===== config.mk =====
export PLATFORM = sky130hd
export DESIGN_NAME = aes_block_padder
export DESIGN_NICKNAME = d
export VERILOG_FILES = /design/src/rtl/ep2_aes_pkg.sv /design/src/rtl/axis_fifo.sv /design/src/rtl/aes_block_padder.sv
export SDC_FILE = /design/constraint.sdc
export NUM_CORES = 1
export LEC_CHECK = 0
export ABC_AREA = 0
export CORE_AREA = 4 4 453 455
export CTS_CLUSTER_DIAMETER = 150
export CTS_CLUSTER_SIZE = 30
export DETAILED_ROUTE_END_ITERATION = 12
export DIE_AREA = 0 0 457 459
export MAX_ROUTING_LAYER = met4
export SLEW_MARGIN = 30
export SYNTH_ARGS = -nofsm -noshare
export SYNTH_HDL_FRONTEND = slang
export SYNTH_SLANG_ARGS = --single-unit

===== constraint.sdc =====
create_clock -name clk -period 15.24 [get_ports clk]
set_input_delay 2.286 -clock clk [delete_from_list [all_inputs] [get_ports clk]]
set_output_delay 2.286 -clock clk [all_outputs]
set_load 0.05 [all_outputs]

===== src/rtl/ep2_aes_pkg.sv =====
// Shared AES-path helpers: block size, beat byte counting and 16-byte padding masks.
// Latency: combinational functions only.
// Backpressure: not applicable.
package ep2_aes_pkg;

    localparam int AES_BLOCK_BYTES = 16;

    // Widest tkeep the helpers support (1024-bit data path); narrower buses zero-extend.
    localparam int MAX_KEEP_W = 128;
    localparam int BCNT_W     = 8;

    typedef logic [MAX_KEEP_W-1:0] keep_max_t;
    typedef logic [BCNT_W-1:0]     bcnt_t;

    // Number of set byte enables in a beat.
    function automatic bcnt_t popcount(input keep_max_t keep);
        bcnt_t c;
        c = '0;
        for (int i = 0; i < MAX_KEEP_W; i++) begin
            c = c + bcnt_t'(keep[i]);
        end
        return c;
    endfunction

    // Byte idx of a beat carrying n payload bytes is real payload (not padding).
    function automatic logic byte_mask(input bcnt_t n, input int idx);
        return idx < int'(n);
    endfunction

    // Byte idx is enabled once n is rounded up to a whole number of AES blocks.
    function automatic logic pad_keep(input bcnt_t n, input int idx);
        int blk_bytes;
        blk_bytes = ((int'(n) + AES_BLOCK_BYTES - 1) / AES_BLOCK_BYTES) * AES_BLOCK_BYTES;
        return idx < blk_bytes;
    endfunction

endpackage


===== src/rtl/axis_fifo.sv =====
// Generic single-clock AXI-Stream FIFO for narrow sideband words.
// Latency: a pushed word is visible on the output one cycle after it is written.
// Backpressure: s_axis_tready drops when full; push and pop in one cycle keep occupancy.
module axis_fifo #(
    parameter int DATA_WIDTH = 8,
    parameter int DEPTH      = 8
) (
    input  logic                  clk,
    input  logic                  rst,
    input  logic [DATA_WIDTH-1:0] s_axis_tdata,
    input  logic                  s_axis_tvalid,
    output logic                  s_axis_tready,
    output logic [DATA_WIDTH-1:0] m_axis_tdata,
    output logic                  m_axis_tvalid,
    input  logic                  m_axis_tready
);

    localparam int PTR_W = (DEPTH > 1) ? $clog2(DEPTH) : 1;
    localparam int CNT_W = $clog2(DEPTH + 1);

    logic [DATA_WIDTH-1:0] r_mem [DEPTH];
    logic [PTR_W-1:0]      r_wr_ptr;
    logic [PTR_W-1:0]      r_rd_ptr;
    logic [CNT_W-1:0]      r_count;
    logic                  w_push;
    logic                  w_pop;

    assign s_axis_tready = (r_count != CNT_W'(DEPTH));
    assign m_axis_tvalid = (r_count != '0);
    assign m_axis_tdata  = r_mem[r_rd_ptr];
    assign w_push        = s_axis_tvalid && s_axis_tready;
    assign w_pop         = m_axis_tvalid && m_axis_tready;

    // Storage array; contents need no reset because the count gates visibility.
    always_ff @(posedge clk) begin
        if (w_push) begin
            r_mem[r_wr_ptr] <= s_axis_tdata;
        end
    end

    // Pointers and occupancy; simultaneous push and pop leave the count unchanged.
    always_ff @(posedge clk) begin
        if (rst) begin
            r_wr_ptr <= '0;
            r_rd_ptr <= '0;
            r_count  <= '0;
        end else begin
            if (w_push) begin
                r_wr_ptr <= (r_wr_ptr == PTR_W'(DEPTH - 1)) ? '0 : r_wr_ptr + PTR_W'(1);
            end
            if (w_pop) begin
                r_rd_ptr <= (r_rd_ptr == PTR_W'(DEPTH - 1)) ? '0 : r_rd_ptr + PTR_W'(1);
            end
            if (w_push && !w_pop) begin
                r_count <= r_count + CNT_W'(1);
            end else if (w_pop && !w_push) begin
                r_count <= r_count - CNT_W'(1);
            end
        end
    end

endmodule


===== src/rtl/aes_block_padder.sv =====
// Pads each frame's last beat to whole 16-byte AES blocks and reports the original frame length.
// Latency: data 1 cycle (single output register); length word 1 cycle via the metadata FIFO.
// Backpressure: input stalls when the output register is held or the length FIFO is full.
module aes_block_padder
    import ep2_aes_pkg::*;
#(
    parameter int DATA_WIDTH     = 512,
    parameter int KEEP_WIDTH     = DATA_WIDTH / 8,
    parameter int LEN_WIDTH      = 16,
    parameter int LEN_FIFO_DEPTH = 8
) (
    input  logic                  clk,
    input  logic                  rst,
    input  logic [DATA_WIDTH-1:0] s_axis_tdata,
    input  logic [KEEP_WIDTH-1:0] s_axis_tkeep,
    input  logic                  s_axis_tvalid,
    output logic                  s_axis_tready,
    input  logic                  s_axis_tlast,
    output logic [DATA_WIDTH-1:0] m_axis_tdata,
    output logic [KEEP_WIDTH-1:0] m_axis_tkeep,
    output logic                  m_axis_tvalid,
    input  logic                  m_axis_tready,
    output logic                  m_axis_tlast,
    output logic [LEN_WIDTH-1:0]  m_len_tdata,
    output logic                  m_len_tuser,
    output logic                  m_len_tvalid,
    input  logic                  m_len_tready
);

    // Sum is wide enough to hold a saturated count plus one full beat without wrapping.
    localparam int SUM_W = LEN_WIDTH + BCNT_W;
    localparam logic [LEN_WIDTH-1:0] LEN_MAX = '1;

    typedef struct packed {
        logic                 sat;
        logic [LEN_WIDTH-1:0] len;
    } len_meta_t;

    logic [LEN_WIDTH-1:0]  r_cnt;
    logic                  r_sat;

    bcnt_t                 w_n;
    logic                  w_s_fire;
    logic                  w_fwd;
    logic                  w_fifo_rdy;
    logic                  w_push;
    logic [SUM_W-1:0]      w_sum;
    logic                  w_ovf;
    logic [LEN_WIDTH-1:0]  w_cnt_next;
    logic                  w_sat_next;
    logic [DATA_WIDTH-1:0] w_pad_data;
    logic [KEEP_WIDTH-1:0] w_pad_keep;
    len_meta_t             w_meta_in;
    len_meta_t             w_meta_out;

    assign w_n = popcount(keep_max_t'(s_axis_tkeep));

    // Metadata space is required on every beat so a frame is never split by a length stall.
    assign s_axis_tready = (!m_axis_tvalid || m_axis_tready) && w_fifo_rdy;
    assign w_s_fire      = s_axis_tvalid && s_axis_tready;

    // Empty non-last beats carry nothing and are swallowed; an empty last beat still closes the frame.
    assign w_fwd  = s_axis_tlast || (s_axis_tkeep != '0);
    assign w_push = w_s_fire && s_axis_tlast;

    // Byte count of the frame including the current beat, clamped at the counter maximum.
    assign w_sum      = SUM_W'(r_cnt) + SUM_W'(w_n);
    assign w_ovf      = (w_sum[SUM_W-1:LEN_WIDTH] != '0);
    assign w_cnt_next = w_ovf ? LEN_MAX : w_sum[LEN_WIDTH-1:0];
    assign w_sat_next = r_sat || w_ovf;

    assign w_meta_in  = '{sat: w_sat_next, len: w_cnt_next};

    // Last beat: zero bytes past the payload and widen tkeep to whole AES blocks; other beats pass through.
    always_comb begin
        w_pad_data = s_axis_tdata;
        w_pad_keep = s_axis_tkeep;
        if (s_axis_tlast) begin
            for (int i = 0; i < KEEP_WIDTH; i++) begin
                if (!byte_mask(w_n, i)) begin
                    w_pad_data[8*i +: 8] = 8'h00;
                end
                w_pad_keep[i] = pad_keep(w_n, i);
            end
        end
    end

    // Single output register: load on an accepted forwarded beat, otherwise drain when taken.
    always_ff @(posedge clk) begin
        if (rst) begin
            m_axis_tvalid <= 1'b0;
            m_axis_tdata  <= '0;
            m_axis_tkeep  <= '0;
            m_axis_tlast  <= 1'b0;
        end else if (w_s_fire && w_fwd) begin
            m_axis_tvalid <= 1'b1;
            m_axis_tdata  <= w_pad_data;
            m_axis_tkeep  <= w_pad_keep;
            m_axis_tlast  <= s_axis_tlast;
        end else if (m_axis_tready) begin
            m_axis_tvalid <= 1'b0;
        end
    end

    // Running frame byte count with sticky saturation; cleared as the last beat's total is queued.
    always_ff @(posedge clk) begin
        if (rst) begin
            r_cnt <= '0;
            r_sat <= 1'b0;
        end else if (w_s_fire) begin
            if (s_axis_tlast) begin
                r_cnt <= '0;
                r_sat <= 1'b0;
            end else begin
                r_cnt <= w_cnt_next;
                r_sat <= w_sat_next;
            end
        end
    end

    axis_fifo #(
        .DATA_WIDTH (LEN_WIDTH + 1),
        .DEPTH      (LEN_FIFO_DEPTH)
    ) u_len_fifo (
        .clk           (clk),
        .rst           (rst),
        .s_axis_tdata  (w_meta_in),
        .s_axis_tvalid (w_push),
        .s_axis_tready (w_fifo_rdy),
        .m_axis_tdata  (w_meta_out),
        .m_axis_tvalid (m_len_tvalid),
        .m_axis_tready (m_len_tready)
    );

    assign m_len_tdata = w_meta_out.len;
    assign m_len_tuser = w_meta_out.sat;

endmodule


==> Yosys cells after proc, flatten, opt, wreduce, memory -nomap -nowiden <==
Memory sizes are Yosys's and may differ from the RTL's. A register that Yosys moved wholly into a read port is not among the register bits.
Index checks and enable logic that the tools add are counted.
{ "totals": {"register_bits": 605, "mem_bits_rw": 136, "inputBits": 582, "out_inout_bits": 597, "wordCells": 312, "mem_count": 1} }
{ "mem_list": {"columns": ["memory", "depth", "word_bits", "rd", "rd_ports_with_merged_regs", "wr", "line", "source"], "rows": [
  ["u_len_fifo.r_mem", 8, 17, 1, 1, 1, "axis_fifo.sv:21", "logic [DATA_WIDTH-1:0] r_mem [DEPTH];"]
]} }
{ "classes": {"add_sub_neg": 71, "order_cmp": 128, "eq_ne": 3, "muxes": 79, "bitwise_logic": 1, "reduce_logical": 20} }
{ "ops": {"columns": ["cell", "n"], "rows": [
  ["7-bit by 32-bit < comparator with 1-bit output, first input constant", 32],
  ["6-bit by 32-bit < comparator with 1-bit output, first input constant", 16],
  ["512-bit 2-to-1 mux", 1],
  ["8-bit 2-to-1 mux", 64],
  ["8-bit by 1-bit adder with 8-bit output", 56],
  ["5-bit by 32-bit < comparator with 1-bit output, first input constant", 8],
  ["6-bit by 8-bit < comparator with 1-bit output, first input constant", 32],
  ["4-bit by 32-bit < comparator with 1-bit output, first input constant", 4],
  ["5-bit by 8-bit < comparator with 1-bit output, first input constant", 16],
  ["3-bit by 32-bit < comparator with 1-bit output, first input constant", 2],
  ["4-bit by 8-bit < comparator with 1-bit output, first input constant", 8],
  ["64-bit 2-to-1 mux", 1],
  ["64-bit nonzero test", 1],
  ["1-bit by 32-bit < comparator with 1-bit output, first input constant", 1],
  ["2-bit by 32-bit < comparator with 1-bit output, first input constant", 1],
  ["3-bit by 8-bit < comparator with 1-bit output, first input constant", 4],
  ["16-bit 2-to-1 mux", 2],
  ["28-bit by 1-bit adder with 28-bit output", 1],
  ["16-bit by 8-bit adder with 17-bit output", 1],
  ["1-bit by 8-bit < comparator with 1-bit output, first input constant", 2],
  ["2-bit by 8-bit < comparator with 1-bit output, first input constant", 2],
  ["3-bit 2-to-1 mux", 4],
  ["9-bit by 1-bit subtractor with 10-bit output, second input constant", 1],
  ["8-bit by 5-bit adder with 9-bit output, second input constant", 1],
  ["other kinds (22)", 41]
]} }

==> Logic depth before layout (Yosys ltp) <==
Gate-level depths: netlist (run 1).
{ "depth": {"depth_word": 70, "depth_mapped": 28, "mapped_depth_nobuf": 26} }

==> By module <==
From an unflattened synthesis (run 1), not the netlist that was laid out.
{ "unflattened": {"hier_cells": 2389, "area_unflattened_um2": 28080.7} }
{ "modules_own_cells": {"columns": ["mod", "instances", "cells_per_inst", "area_each_um2", "seq_area_each_um2"], "rows": [
  ["aes_block_padder", 1, 2117, 22230.1, 11911.4],
  ["axis_fifo", 1, 272, 5850.6, 4344.2]
]} }

==> Worst setup path before layout (run 1) <==
No wires, ideal clock.
{ "synth_path": {"path_type": "input to register", "from": "input s_axis_tkeep[35]", "to": "memory u_len_fifo.r_mem[0][13] (netlist name), data pin", "setup_time_ns": 0.224, "arrival_time_ns": 9.844, "required_ns": 15.016, "path_slack_ns": 5.172, "stages": 26, "path_buffers": 2, "path_cell_list": "inv_1 -> fa_1 -> inv_1 -> fa_1 -> fa_1 -> inv_1 -> fa_1 -> inv_1 -> fa_1 -> fa_1 -> fa_1 -> inv_1 -> fa_1 -> fa_1 -> nand2b_1 -> a21oi_2 -> xnor2_2 -> clkbuf_1 -> clkbuf_1 -> inv_1 -> ha_1 -> inv_1 -> o21a_1 -> or3_1 -> and4_1 -> a21oi_1"} }
{ "synth_via": {"elab_chain_len": 32} }
{ "synth_rtl": {"columns": ["element", "line", "source"], "rows": [
  ["start: declaration", "aes_block_padder.sv:15", "input logic [KEEP_WIDTH-1:0] s_axis_tkeep,"],
  ["8-bit by 1-bit adder with 8-bit output (*) (29 in a row)", "ep2_aes_pkg.sv:20", "c = c + bcnt_t'(keep[i]);"],
  ["16-bit by 8-bit adder with 17-bit output (*)", "aes_block_padder.sv:67", "assign w_sum = SUM_W'(r_cnt) + SUM_W'(w_n);"],
  ["8-bit nonzero test", "aes_block_padder.sv:68", "assign w_ovf = (w_sum[SUM_W-1:LEN_WIDTH] != '0);"],
  ["16-bit 2-to-1 mux (*)", "aes_block_padder.sv:69", "assign w_cnt_next = w_ovf ? LEN_MAX : w_sum[LEN_WIDTH-1:0];"],
  ["via u_len_fifo.s_axis_tdata[13]", "axis_fifo.sv:10", "input logic [DATA_WIDTH-1:0] s_axis_tdata,"],
  ["end: declaration", "axis_fifo.sv:21", null]
]} }
Mark *: on every way through the listed nets, which the timed path passes. The rest lies on a longest branch.

==> Final worst setup path (run 1) <==
{ "layout_path": {"from": "input s_axis_tkeep[15]", "to": "memory u_len_fifo.r_mem[7][13] (netlist name), data pin"} }
{ "layout_via": {"elab_chain_len": 52} }
{ "layout_rtl": {"columns": ["element", "line"], "rows": [
  ["8-bit by 1-bit adder with 8-bit output (*) (49 in a row)", "ep2_aes_pkg.sv:20"],
  ["16-bit by 8-bit adder with 17-bit output (*)", "aes_block_padder.sv:67"],
  ["8-bit nonzero test", "aes_block_padder.sv:68"],
  ["16-bit 2-to-1 mux (*)", "aes_block_padder.sv:69"],
  ["via u_len_fifo.s_axis_tdata[13]", "axis_fifo.sv:10"]
]} }
Marked as above.

==> results of run 1 <==
cells in the mapped netlist (5+ instances only):
master	n
a211oi_1	21
a21oi_1	426
a22o_1	8
a22oi_1	56
a311oi_1	23
buf_1	18
buf_2	58
clkbuf_1	198
dfxtp_1	608
edfxtp_1	136
fa_1	56
ha_1	30
inv_1	107
mux2_2	20
mux4_2	34
nand2_1	456
nand2b_1	12
nand3_1	201
nand3b_1	177
nand4_1	16
nor2_1	133
nor3_1	44
nor3b_1	5
nor4_1	17
nor4_2	7
o2111ai_1	55
o211ai_1	139
o21ai_0	86
o21ai_1	7
o221ai_1	24
o31ai_2	7
xnor2_1	7
xor2_1	5
worst max-delay path: stages:
cell and delay, ns:
clkdlybuf4s50_1 0.91, inv_1 0.12, fa_1 0.53, fa_1 0.43, fa_1 0.67, fa_1 0.49, fa_1 0.51, fa_1 0.54
fa_1 0.42, fa_1 0.50, inv_1 0.04, ha_1 0.20, inv_1 0.07, fa_1 0.22, nand2b_1 0.17, a211oi_1 0.09
o21ai_1 0.77, nand2b_1 0.28, ha_1 0.40, o21ai_0 0.10, nand2b_1 0.25, nand2_1 0.17, or3_1 0.70, and4_1 0.37
a21oi_1 0.42
layout make-up:
class                      instances  area [µm²]  share of cell area
antenna                           36        90.1             0.00189
tap                             2672        3340              0.0700
clock buffer                      41         930              0.0195
clock inverter                    17         272             0.00569
multi-input combinational       2128       13900               0.291
inverter                         109         409             0.00857
sequential                       744       16300               0.341
timing repair buffer            1269       12500               0.263
layout by cell type, fill, tap and decap left out, drive strengths merged, types with 21 or more instances in the layout:
master         count
edfxtp           136
a211oi            21
nor2             134
o2111ai           55
o211ai           139
buf               95
o21ai             94
a311oi            24
a22oi             56
clkbuf            41
diode             36
nor3              44
a21oi            428
nor4              25
mux4              34
ha                30
nand3b           177
nand2            456
fa                56
clkdlybuf4s50   1174
nand3            201
dfxtp            608
o221ai            24
inv              116
metrics by stage:
stage | instances | util | instance area (µm²) | hold slack, ns | setup slack, ns
after detailed placement | 6921 | 0.231 | 46400 | 0.443 | 3.45
after global placement | 6917 | 0.230 | 46300 | 0.437 | 3.69
after global routing | 7010 | 0.237 | 47700 | 0.469 | 3.71
after floorplan | 3255 | - | 31400 | 0.428 | 5.17
final | 7016 | 0.237 | 47700 | 0.456 | 3.98
after CTS | 6979 | 0.237 | 47600 | 0.456 | 4.15
path summary, 6_finish.rpt:
path,depth (start not counted),start,endpoint
max,25,s_axis_tkeep[15],u_len_fifo.r_mem[7][13]
min,2,m_axis_tdata[479],m_axis_tdata[479]
max reg2reg,10,u_len_fifo.r_count[0],m_axis_tdata[199]
min reg2reg,2,m_axis_tdata[479],m_axis_tdata[479]
registers in the layout, summed over array words and instances, names as in the netlist, named ones only:
signal               flops
r_cnt                   16
u_len_fifo.r_count       4
m_axis_tkeep            64
u_len_fifo.r_rd_ptr      3
r_sat                    1
m_axis_tlast             1
u_len_fifo.r_wr_ptr      3
u_len_fifo.r_mem       136
m_axis_tdata           512
m_axis_tvalid            1
kinds of logic after synthesis:
family / Yosys count / synth area share
fa+ha+maj: 86 / 0.0477
flops: 744 / 0.518
mux: 56 / 0.0322
buf+inv: 383 / 0.0482
simple gates: 1090 / 0.170
compound gates: 882 / 0.179
xor+xnor: 14 / 0.00439
layer usage:
layer | GRT usage | routed length, µm | share of wire
met2 | 0.319 | 99600 | 0.48
met4 | 0.0559 | 7340 | 0.035
met5 | - | 0 | 0
met3 | 0.0763 | 20600 | 0.098
met1 | 0.220 | 81700 | 0.39
==> results.sh, run 1 <==
export IMPL_die_h_um=459
export IMPL_clkSlewWorstSetupHoldPaths_ns=0.10
export IMPL_hold_viol_final=0
export IMPL_path_class="in2reg"
export IMPL_antenna_found_initial=93
export IMPL_grt_ovfl_total=0
export IMPL_post_cts_buffers=0
export IMPL_drtIter0Drc=2504
export IMPL_slew_headroom=0.317
export IMPL_wl_per_cell_um=29.8
export IMPL_top_level_ports=1179
export IMPL_cts_sinks=744
export IMPL_fp_dieW_um=457
export IMPL_syn_inst=3255
export IMPL_cts_buffer_depth=3
export IMPL_syn2layout_area_growth_pct=52.3
export IMPL_antenna_left=0
export IMPL_numCtsBuffers=36
export IMPL_yosysTopAreaCellShare=0.388
export IMPL_yosysUniqueCellTypes=65
export IMPL_gp_congestion=0.925
export IMPL_dr_pass1_iters=5
export IMPL_cap_violations=0
export IMPL_grt_pass1_wl_mm=273
export IMPL_tns_ns=0
export IMPL_viasPerCell=4.42
export IMPL_fp_row_count=165
export IMPL_min_period_over_period=0.739
export IMPL_drive_gt1_frac=0.0636
export IMPL_synthArstFlopShare=0
export IMPL_vias=31000
export IMPL_h_tree_depth=2
export IMPL_cts_resized=0
export IMPL_clock_latency_ns=0.68
export IMPL_crit_required_ns=15.66
export IMPL_yosysSeqAreaShare=0.518
export IMPL_port_buffers=1178
export IMPL_crit_path_max_fanout=14
export IMPL_fmax_ghz=0.0888
export IMPL_rrSetupSlack_ns=10.27
export IMPL_ys_ff_latch=744
export IMPL_syn_area_mm2=0.0314
export IMPL_holdBufCountCts=0
export IMPL_status="complete, no violations"
export IMPL_cts_root_buf="clkbuf_16"
export IMPL_fin_nets=4956
export IMPL_start_util=0.156
export IMPL_groute_usage_overall=0.195
export IMPL_n_fill_cell=21800
export IMPL_hold_path_class="reg2reg"
export IMPL_tritoncts="yes"
export IMPL_ys_warn_count=0
export IMPL_grt_pass1_vias=30300
export IMPL_synth_top_area_cell="dfxtp_1"
export IMPL_syn_avg_cell_area_um2=9.63
export IMPL_wl_mm=209
export IMPL_cp_start_kind="primary input"
export IMPL_crit_arrival_ns=11.68
export IMPL_hpwlAfterDp_mm=168
export IMPL_slew_violations=0
export IMPL_period_minus_slack_ns=11.26
export IMPL_synthFlopType="dfxtp_1"
export IMPL_die_area_mm2=0.210
export IMPL_drc=0
export IMPL_finalSetupViolCount=0
export IMPL_synth_edf_count=136
export IMPL_synth_fp_nets=3923
export IMPL_netlist_top_cells_area="dfxtp_1 (39%), edfxtp_1 (13%), a21oi_1 (6.8%)"
export IMPL_core_mm2=0.201
export IMPL_grt_start_max_net_pins=177
export IMPL_end_kind="flip-flop"
export IMPL_rsz0062_at_grt="false"
export IMPL_fin_skew_ns=0.0487
export IMPL_worstMarginPinSlew_ns=1.02
Power of run 1 is left out: the tool's default activity adds up to more than one toggle a clock period on the data nets, which glitch-free logic cannot reach.
==> run 2: changes to the inputs <==
==> constraint.sdc (replaced) <==
create_clock -name clk -period 9.78 [get_ports clk]
set_input_delay 1.467 -clock clk [delete_from_list [all_inputs] [get_ports clk]]
set_output_delay 1.467 -clock clk [all_outputs]
set_load 0.05 [all_outputs]
==> run 2 against run 1 <==
Net effect: count of clock-buffer cells in the layout is 2 higher; sequential cell count stayed put; global-route usage is 0.25 points lower; routed wire length is 1.5% lower; utilization is 0.32 points higher; clock skew is 0.0026 ns lower; critical path depth is 2 higher; first-iteration DRC count is 15% higher; cell count is 1.5% higher; worst hold slack better by 0.00091 ns; largest cell class unchanged.
==> results.sh, run 2 (same netlist as run 1, synthesis figures left out) <==
export IMPL_cts_resized=0
export IMPL_r2r_cells=10
export IMPL_hpwlAfterDp_mm=168
export IMPL_grt_pass1_vias=30300
export IMPL_wl_per_cell_um=28.9
export IMPL_n_fill_cell=21700
export IMPL_h_tree_depth=2
export IMPL_path_class="in2reg"
export IMPL_grt_start_max_net_pins=171
export IMPL_top_level_ports=1179
export IMPL_multi_input_area_mm2=0.0139
export IMPL_clkSlewWorstSetupHoldPaths_ns=0.12
export IMPL_slew_violations=0
export IMPL_gp_congestion=0.922
export IMPL_clock_latency_ns=0.69
export IMPL_die_h_um=459
export IMPL_die_area_mm2=0.210
export IMPL_area_sequential_mm2=0.0163
export IMPL_crit_arrival_ns=9.49
export IMPL_reg_top3="m_axis_tdata x512, u_len_fifo.r_mem x136, m_axis_tkeep x64"
export IMPL_grt_use_met3=0.0709
export IMPL_drive_gt1_frac=0.0749
export IMPL_wl_mm=206
export IMPL_grt_use_met2=0.310
export IMPL_r2r_end="m_axis_tdata[225]"
export IMPL_finalSetupViolCount=0
export IMPL_dr_pass1_iters=7
export IMPL_core_mm2=0.201
export IMPL_gr_usage_met1=0.216
export IMPL_cts_sinks=744
export IMPL_antenna_found_initial=120
export IMPL_hold_viol_final=0
export IMPL_grt_pass1_wl_mm=270
export IMPL_min_period_over_period=0.915
export IMPL_fmax_ghz=0.112
export IMPL_period_minus_slack_ns=8.95
export IMPL_fp_dieW_um=457
export IMPL_rsz0062_at_grt="false"
export IMPL_cp_startpoint="s_axis_tkeep[39]"
export IMPL_post_cts_buffers=0
export IMPL_groute_usage_overall=0.192
export IMPL_rrSetupSlack_ns=5.69
export IMPL_critPathMostFrequentCell="fa_1"
export IMPL_fin_nets=5013
export IMPL_mostFrequentLayoutCell="clkdlybuf4s50_1"
export IMPL_port_buffers=1178
export IMPL_end_kind="flip-flop"
export IMPL_hold_path_class="reg2reg"
export IMPL_syn2layout_area_growth_pct=54.3
export IMPL_top_register="m_axis_tdata"
export IMPL_top_usage_layer="met2"
export IMPL_drtIter0Drc=2890
export IMPL_cts_root_buf="clkbuf_16"
export IMPL_fp_row_count=165
export IMPL_crit_required_ns=10.32
export IMPL_critical_path_slowest_cell="clkdlybuf4s50_1"
export IMPL_largest_reg_flops=512
export IMPL_grt_ovfl_total=0
export IMPL_cts_buffer_depth=3
export IMPL_numCtsBuffers=35
export IMPL_drc=0
export IMPL_viasPerCell=4.36
export IMPL_antenna_left=0
export IMPL_final_cell_mix="clkdlybuf4s50_1 (1170), dfxtp_1 (605), nand2_1 (454), a21oi_1 (426), nand3_1 (201)"
export IMPL_endpoint="u_len_fifo.r_mem[7][13]"
export IMPL_cap_violations=0
export IMPL_worstMarginPinSlew_ns=0.963
export IMPL_vias=31100
export IMPL_tritoncts="yes"
export IMPL_crit_path_max_fanout=8
export IMPL_fin_skew_ns=0.0461
export IMPL_r2r_start="u_len_fifo.r_count[0]"
export IMPL_status="complete, no violations"
export IMPL_cp_slowest_stage_delay_ns=0.60
export IMPL_cp_start_kind="primary input"
export IMPL_holdBufCountCts=0
export IMPL_slew_headroom=0.358
export IMPL_start_util=0.156
export IMPL_tns_ns=0
-- run 2: metal layers --
metal / up-vias / part of all wire
li1: 14000 / -
met1: 15400 / 0.39
met2: 1501 / 0.47
met3: 237 / 0.097
met4: 0 / 0.044
met5: - / 0
-- run 2: area by class of cell --
type / instances / area share
multi-input combinational: 2128 / 0.286
clock inverter: 15 / 0.00494
clock buffer: 43 / 0.0187
tap: 2672 / 0.0691
sequential: 744 / 0.336
antenna: 85 / 0.00440
timing repair buffer: 1327 / 0.272
inverter: 109 / 0.00846
-- run 2: worst min path at each step --
stage                                  from  depth (start not counted)  slack (ns)                 to
after floorplan                       r_sat                          2        0.43              r_sat
after global placement    m_axis_tdata[228]                          2        0.44  m_axis_tdata[228]
after detailed placement  m_axis_tdata[156]                          2        0.44  m_axis_tdata[156]
after CTS                 m_axis_tdata[112]                          2        0.46  m_axis_tdata[112]
after global routing      m_axis_tdata[483]                          2        0.48  m_axis_tdata[483]
final                     m_axis_tdata[454]                          2        0.46  m_axis_tdata[454]
-- run 2: stage by stage --
stage | util | area (µm²) | setup slack [ns] | cells | hold slack, ns
3_5_place_dp | 0.234 | 47000 | 0.115 | 6980 | 0.444
5_1_grt | 0.240 | 48300 | 0.582 | 7098 | 0.478
6_report | 0.240 | 48400 | 0.827 | 7123 | 0.457
3_3_place_gp | 0.233 | 46900 | 0.188 | 6971 | 0.437
2_1_floorplan | - | 31400 | 0.531 | 3255 | 0.428
4_1_cts | 0.239 | 48200 | 0.894 | 7038 | 0.460
-- run 2: worst max-delay path: cells and delay by family --
kind                     cells  cell delay (ns)
XOR/XNOR                     1             0.16
adder cells (fa/ha/maj)     10             4.87
AND/OR/NAND/NOR              3             1.00
AO/OA/AOI/OAI                3             0.67
buffers and inverters       10             1.34
Power of run 2 is left out for the same reason.
